$ cat config.mk
export PLATFORM = sky130hd
export DESIGN_NAME = ifstage
export DESIGN_NICKNAME = d
export VERILOG_FILES = /design/src/rtl/ifstage.sv
export SDC_FILE = /design/constraint.sdc
export NUM_CORES = 1
export LEC_CHECK = 0
export CAP_MARGIN = 20
export CORE_AREA = 5 5 161 101
export DETAILED_ROUTE_END_ITERATION = 12
export DIE_AREA = 0 0 166 106
export DONT_BUFFER_PORTS = 1
export GPL_TIMING_DRIVEN = 0
export PLACE_DENSITY = 0.58
export SYNTH_ARGS = -nofsm -noshare
export SYNTH_HDL_FRONTEND = slang
export SYNTH_SLANG_ARGS = --single-unit
$ cat constraint.sdc
create_clock -name Clk -period 7.4 [get_ports Clk]
set_input_delay 0.74 -clock Clk [delete_from_list [all_inputs] [get_ports Clk]]
set_output_delay 0.74 -clock Clk [all_outputs]
set_load 0.05 [all_outputs]
$ cat src/rtl/ifstage.sv
// Instruction fetch stage: holds the PC, requests words from instruction memory,
// keeps each fetched word until control consumes it, and retries fetches that time out.
module ifstage #(
    parameter logic [31:0] RESET_PC = 32'h0000_0000,
    parameter int          TIMEOUT  = 15
) (
    input  logic        Clk,
    input  logic        Reset,
    input  logic        PC_Sel,
    input  logic        PC_LdEn,
    input  logic [31:0] PC_Immed,
    input  logic [31:0] IMem_Rdata,
    input  logic        IMem_Ack,
    output logic        IMem_Req,
    output logic [31:0] IMem_Addr,
    output logic [31:0] PC,
    output logic [31:0] Instr,
    output logic        Instr_Valid,
    output logic        Fetch_Err
);

    localparam int             CW  = (TIMEOUT > 1) ? $clog2(TIMEOUT + 1) : 1;
    localparam logic [CW-1:0]  TMO = CW'(TIMEOUT);

    typedef enum logic [1:0] {
        FETCH = 2'b00,
        HOLD  = 2'b01,
        RETRY = 2'b10
    } state_t;

    state_t        state_r;
    logic [31:0]   pc_r;
    logic [31:0]   instr_r;
    logic          valid_r;
    logic          err_r;
    logic          req_r;
    logic [CW-1:0] cnt_r;

    logic [31:0]   seq_pc_s;
    logic [31:0]   tgt_pc_s;
    logic [31:0]   next_pc_s;
    logic [CW-1:0] cnt_inc_s;

    // Next-PC candidates; the immediate counts words, so it is scaled by four.
    always_comb begin
        seq_pc_s  = pc_r + 32'd4;
        tgt_pc_s  = seq_pc_s + {PC_Immed[29:0], 2'b00};
        cnt_inc_s = cnt_r + CW'(1);
        if (PC_Sel) begin
            next_pc_s = tgt_pc_s;
        end else begin
            next_pc_s = seq_pc_s;
        end
    end

    // Fetch FSM with registered outputs. req_r is low in the first FETCH cycle after
    // reset, so that cycle issues the request rather than counting toward the timeout.
    always_ff @(posedge Clk or negedge Reset) begin
        if (!Reset) begin
            state_r <= FETCH;
            pc_r    <= RESET_PC;
            instr_r <= 32'h0000_0000;
            valid_r <= 1'b0;
            err_r   <= 1'b0;
            req_r   <= 1'b0;
            cnt_r   <= '0;
        end else begin
            case (state_r)
                FETCH: begin
                    if (!req_r) begin
                        req_r <= 1'b1;
                    end else if (IMem_Ack) begin
                        instr_r <= IMem_Rdata;
                        valid_r <= 1'b1;
                        req_r   <= 1'b0;
                        cnt_r   <= '0;
                        state_r <= HOLD;
                    end else if (cnt_inc_s == TMO) begin
                        err_r   <= 1'b1;
                        req_r   <= 1'b0;
                        cnt_r   <= '0;
                        state_r <= RETRY;
                    end else begin
                        cnt_r <= cnt_inc_s;
                    end
                end
                HOLD: begin
                    if (PC_LdEn) begin
                        pc_r    <= next_pc_s;
                        valid_r <= 1'b0;
                        req_r   <= 1'b1;
                        state_r <= FETCH;
                    end else begin
                        state_r <= HOLD;
                    end
                end
                RETRY: begin
                    req_r   <= 1'b1;
                    state_r <= FETCH;
                end
                default: begin
                    valid_r <= 1'b0;
                    req_r   <= 1'b0;
                    cnt_r   <= '0;
                    state_r <= FETCH;
                end
            endcase
        end
    end

    assign IMem_Req    = req_r;
    assign IMem_Addr   = pc_r;
    assign PC          = pc_r;
    assign Instr       = instr_r;
    assign Instr_Valid = valid_r;
    assign Fetch_Err   = err_r;

endmodule

Yosys cells after proc, flatten, opt, wreduce, memory -nomap -nowiden

Index checks and enable logic that the tools add are counted.

Bits in registers: 73
Input bits: 69
Output and inout port bits: 99
Logic and storage cells: 47

$add $sub $neg: 3
Equal/unequal tests: 7
Mux-type cells: 19
Bitwise operators: 3
Reductions and logical operators: 8

Operators by type and width:

| operator                | count |
|---|---|
| $add A32 B3 Y32 const B | 1 |
| $add A32 B32 Y32        | 1 |
| $mux W32                | 1 |
| $mux W4                 | 3 |
| $mux W1                 | 8 |
| $pmux W4 S2             | 1 |
| $reduce_and A4 Y1       | 2 |
| $mux W2                 | 3 |
| $ne A2 B2 Y1 const B    | 3 |
| $pmux W1 S3             | 2 |
| $reduce_and A2 Y1       | 3 |
| $add A4 B1 Y4 const B   | 1 |
| $eq A4 B4 Y1 const B    | 1 |
| $pmux W2 S2             | 1 |
| $ne A3 B3 Y1 const B    | 1 |
| $not A1 Y1              | 3 |
| $reduce_and A3 Y1       | 1 |
| $eq A2 B1 Y1 const B    | 1 |
| $eq A2 B2 Y1 const B    | 1 |
| $logic_not A2 Y1        | 1 |
| $reduce_or A2 Y1        | 1 |

Depth between registers and ports, before layout

Word-level depth: 6
Depth in mapped cells: 17
Mapped depth without buffers: 16

Worst setup path after synthesis

OpenSTA, ideal clock, no wires.

Path kind: register -> register
From: register pc_r[4] (netlist: IMem_Addr[4])
To: register pc_r[31] (netlist: IMem_Addr[31])
Library setup time: 0.141 ns
Arrival: 4.103 ns
Required time: 7.259 ns
Slack: 3.155 ns
Cell stages (with the launch flop): 18
Buffers on the path: 1
Period minus slack after synthesis: 4.245 ns
Path through: dfrtp_1 nand4_2 or3_1 buf_6 nor2_1 nand4_1 nor2_1 xor2_1 ha_1 a21oi_1 a21oi_1 a211o_1 o21bai_2 a311oi_2 xnor2_1 a2111oi_2 o21ai_1 xnor2_1

Longest elaborated chain between the ends: 3

RTL lines:

| what                     | RTL line | text |
|---|---|---|
| start: declaration       | 32       | `logic [31:0] pc_r;` |
| start signal: assignment | 89       | `pc_r <= next_pc_s;` |
| $add A32 B3 Y32 (*)      | 46       | `seq_pc_s = pc_r + 32'd4;` |
| $add A32 B32 Y32         | 47       | `tgt_pc_s = seq_pc_s + {PC_Immed[29:0], 2'b00};` |
| $mux W32 (*)             | 49       | `if (PC_Sel) begin` |

Every way passes the cells marked *; elsewhere a longest branch is shown, timed or not.
A chain may end at the register's enable or synchronous reset.

Worst setup path in the final report

From: register pc_r[2] (netlist: IMem_Addr[2])
To: register pc_r[31] (netlist: IMem_Addr[31])

Same word-level chain as after synthesis.

==> metrics.md <==
| Metric | Value |
|---|---|
| Status | finished, final reports clean |
| Cell variety after synth | 71 |
| WL/cell | 20.4 um |
| Setup CP Type | reg2reg |
| Clock-pin slew on the worst setup and hold paths | approximately 0.060 ns |
| Final net count | just under 800 |
| Crit-path max FO | 10 |
| Area of the multi-input gates | around 0.0035 mm^2 |
| Remaining Overflow, GRT | 0 |
| Cells after Synth | 652 |
| Final period utilization | slightly above 70% |
| Die height | ~110 um |
| Met2 Track Usage GR | ~28% |
| Vias | 5008 |
| Reg2Reg Depth | 17 |
| Seq/Total Area, Yosys | 30.9% |
| Worst EP arrival | 5.53 ns |
| Busiest grt layer | met1 |
| Post-Place Cells | 858 |
| Final setup viols | 0 |
| Die X-Extent | 166 um |
| CP cell instances | ha_1, nand3_1, nor2_1, nand3_1, nor3_1, xor2_1, ha_1, clkbuf_1, a21oi_1, o21ai_0, a31oi_1, o21ai_0, a311oi_2, xnor2_1, a2111oi_2, o21ai_1, xnor2_1 |
| Die area | 0.0176 mm^2 |
| R2r setup slk | 2.07 ns |
| F_max | 188 MHz |
| First-pass GRT wire length | approximately 28000 um |
| Vias in the first global route | 4801 |
| Max-cap viol count | 0 |
| Drt drc | 0 |
| Final Hold Viols | 0 |
| Relative slew slack | ~47% |
| FF-to-FF Start | IMem_Addr[2]$_DFFE_PN0P_ |
| Post-synth EDFFs | 0 |
| YS warnings | 0 |
| Routability cong. | 0.887 |
| Ys async rst share | 100% |
| Clock sink total | 71 |
| CP Capture Type | flop |
| Count of boundary I/O pins | 168 |
| Hold-fix buffers, CTS | 0 |
| Critical path data required time | 7.60 ns |
| Storage element area | 0.00178 mm^2 |
| FF+latch count, synth | between 70 and 80 |
| Row cnt | 35 |
| Post-Layout Cell Count | 874 |
| Util after Layout | ~43% |
| Top post-synthesis cells by area | dfrtp_1, ha_1, mux2_2 |
| Fillers | roughly 1500 |
| Synthesis-to-finish area growth | 10.8% |
| Clock buffer depth | 2 |
| Pins Over Slew Limit | 0 |
| Starting DRT DRC Count | 377 |
| Largest net degree at the start of global routing | 72 |
| CTS tree | built |
| Ant. Diodes | 0 |
| H-tree depth | 3 |
| Share of layout cells above drive strength 1 | 17.1% |
| GR Util met3 | 6.39% |
| Setup Skew | 0.0106 ns |
| Leading area contributor after synthesis | dfrtp_1 |
| Mapped Area | 0.00575 mm^2 |
| Placeable Area | roughly 0.015 mm^2 |
| CP max stage delay | slightly above 0.8 ns |
| Post-Route WL | 17800 um |
| Synth Area per Inst | 8.83 um^2 |
| Total negative slack | 0 ns |
| Initial antenna violation count | 0 |
| CTS Buf Count | 9 |
| RSZ-0062 raised after global routing | false |
| Later-pin clock latency in the skew report | 0.34 ns |
| Ys flop type | dfrtp_1 |
| Post-DP HPWL | 13900 um |
| DRT Pass-1 Iters | 5 |
| Port Buffers | 0 |
| Root Driver | clkbuf_16 |
| Reg2reg end | IMem_Addr[31]$_DFFE_PN0P_ |
| Tightest Hold Check Type | in2async |
| Period minus WS final | ~5.3 ns |
| Via density | 5.73 |
| Top-area cell type share of the netlist area | just over 30% |
| Antenna-violating nets left | 0 |
| Met1 Track Usage GR | between 20% and 30% |
| Initial Util | 38.8% |
| Cts repair resizes | 0 |
| # Post-CTS Setup Buffers | 0 |
| CP Launch Type | flop |
| GRT Overall Usage | 19.7% |
| Slowest-stage cell, CP | dfrtp_1 |
| Actual slew at the worst max-slew pin | ~0.8 ns |
## worst max-delay path: cells and delay by family (launching register included)
kind	cells	cell delay [ns]
simple gates	4	1.31
buf+inv	1	0.21
xor+xnor	3	0.62
fa+ha+maj	2	0.68
flops	1	0.82
compound gates	7	1.55
## worst max path at each step
stage	startpoint	depth (start not counted)	end
after CTS	IMem_Addr[2]$_DFFE_PN0P_	17	IMem_Addr[31]$_DFFE_PN0P_
after floorplan	IMem_Addr[4]$_DFFE_PN0P_	17	IMem_Addr[31]$_DFFE_PN0P_
final	IMem_Addr[2]$_DFFE_PN0P_	17	IMem_Addr[31]$_DFFE_PN0P_
after detailed placement	IMem_Addr[2]$_DFFE_PN0P_	17	IMem_Addr[31]$_DFFE_PN0P_
after global routing	IMem_Addr[2]$_DFFE_PN0P_	17	IMem_Addr[31]$_DFFE_PN0P_
after global placement	IMem_Addr[2]$_DFFE_PN0P_	17	IMem_Addr[31]$_DFFE_PN0P_
## registers in the layout, indices dropped and copies added (netlist names)
name         flops
Fetch_Err        1
IMem_Addr       30
IMem_Req         1
Instr           32
Instr_Valid      1
cnt_r            4
state_r          2
## Yosys cell counts, types with 5 or more instances
master and instances:
inv_1 22, a31oi_1 8, mux2_2 33, nor2b_1 5, clkbuf_1 18, nand3_1 15, a21o_1 15, nor3_1 17
xnor2_1 32, nor2_1 51, nand4_1 15, nand2_1 51, ha_1 43, dfrtp_1 71, a311oi_1 5, buf_4 34
o21ai_0 47, o31ai_1 6, xor2_1 16, o22ai_1 6, a21oi_1 52
## cells in the final DEF (no fill, tap or decap), drive strengths merged, types with 3 or more instances in the layout
master / instances
xnor2: 32
o21bai: 4
nor4: 3
conb: 4
buf: 38
mux2i: 3
a21oi: 54
ha: 43
o31ai: 6
nor3: 18
nand2: 52
a21o: 16
and3: 6
nand3: 15
mux2: 33
a221oi: 3
o21ai: 49
o21a: 4
xor2: 16
bufinv: 3
nand4: 16
a311oi: 7
a31oi: 8
a211o: 3
a211oi: 5
dfrtp: 71
clkinv: 3
inv: 23
nor2b: 5
clkbuf: 31
or2: 4
o22ai: 6
nand2b: 3
or3: 4
nor2: 51
and4: 5
## per-stage QoR
| stage | area [um^2] | worst slack [ns] | hold WS (ns) |
|---|---|---|---|
| 2_1_floorplan | 5770 | 3.16 | 0.444 |
| 5_1_grt | 6370 | 1.61 | 0.0803 |
| 3_5_place_dp | 6020 | 2.14 | 0.448 |
| 4_1_cts | 6370 | 2.11 | 0.0809 |
| 3_3_place_gp | 6020 | 2.21 | 0.448 |
| 6_report | 6370 | 2.07 | 0.0911 |
## logic make-up (layout without fill, tap and decap cells)
kind of cell	Yosys count	in the layout	synth area share, %
simple gates	190	190	16.5
compound gates	180	180	20.2
buf+inv	82	98	8.37
flops	71	71	30.9
xor+xnor	48	48	7.31
fa+ha+maj	44	44	9.70
mux	36	36	6.98
other cells	1	4	0.0652
## metal layers
| layer | wire [um] | up-vias |
|---|---|---|
| met5 | 0 | - |
| met4 | 176 | 0 |
| met3 | 1910 | 16 |
| met2 | 7320 | 238 |
| met1 | 8430 | 2405 |
| li1 | - | 2349 |
## area by class of cell
type | instances | area share, %
buffer | 59 | 6.20
tap | 203 | 3.98
inverter | 23 | 1.35
multi-input combinational | 502 | 55.0
sequential | 71 | 27.9
clock buffer | 10 | 3.75
clock inverter | 6 | 1.83
Power is not shown: default switching activity piles up to over one toggle a cycle in this logic, so the estimate is an artifact.
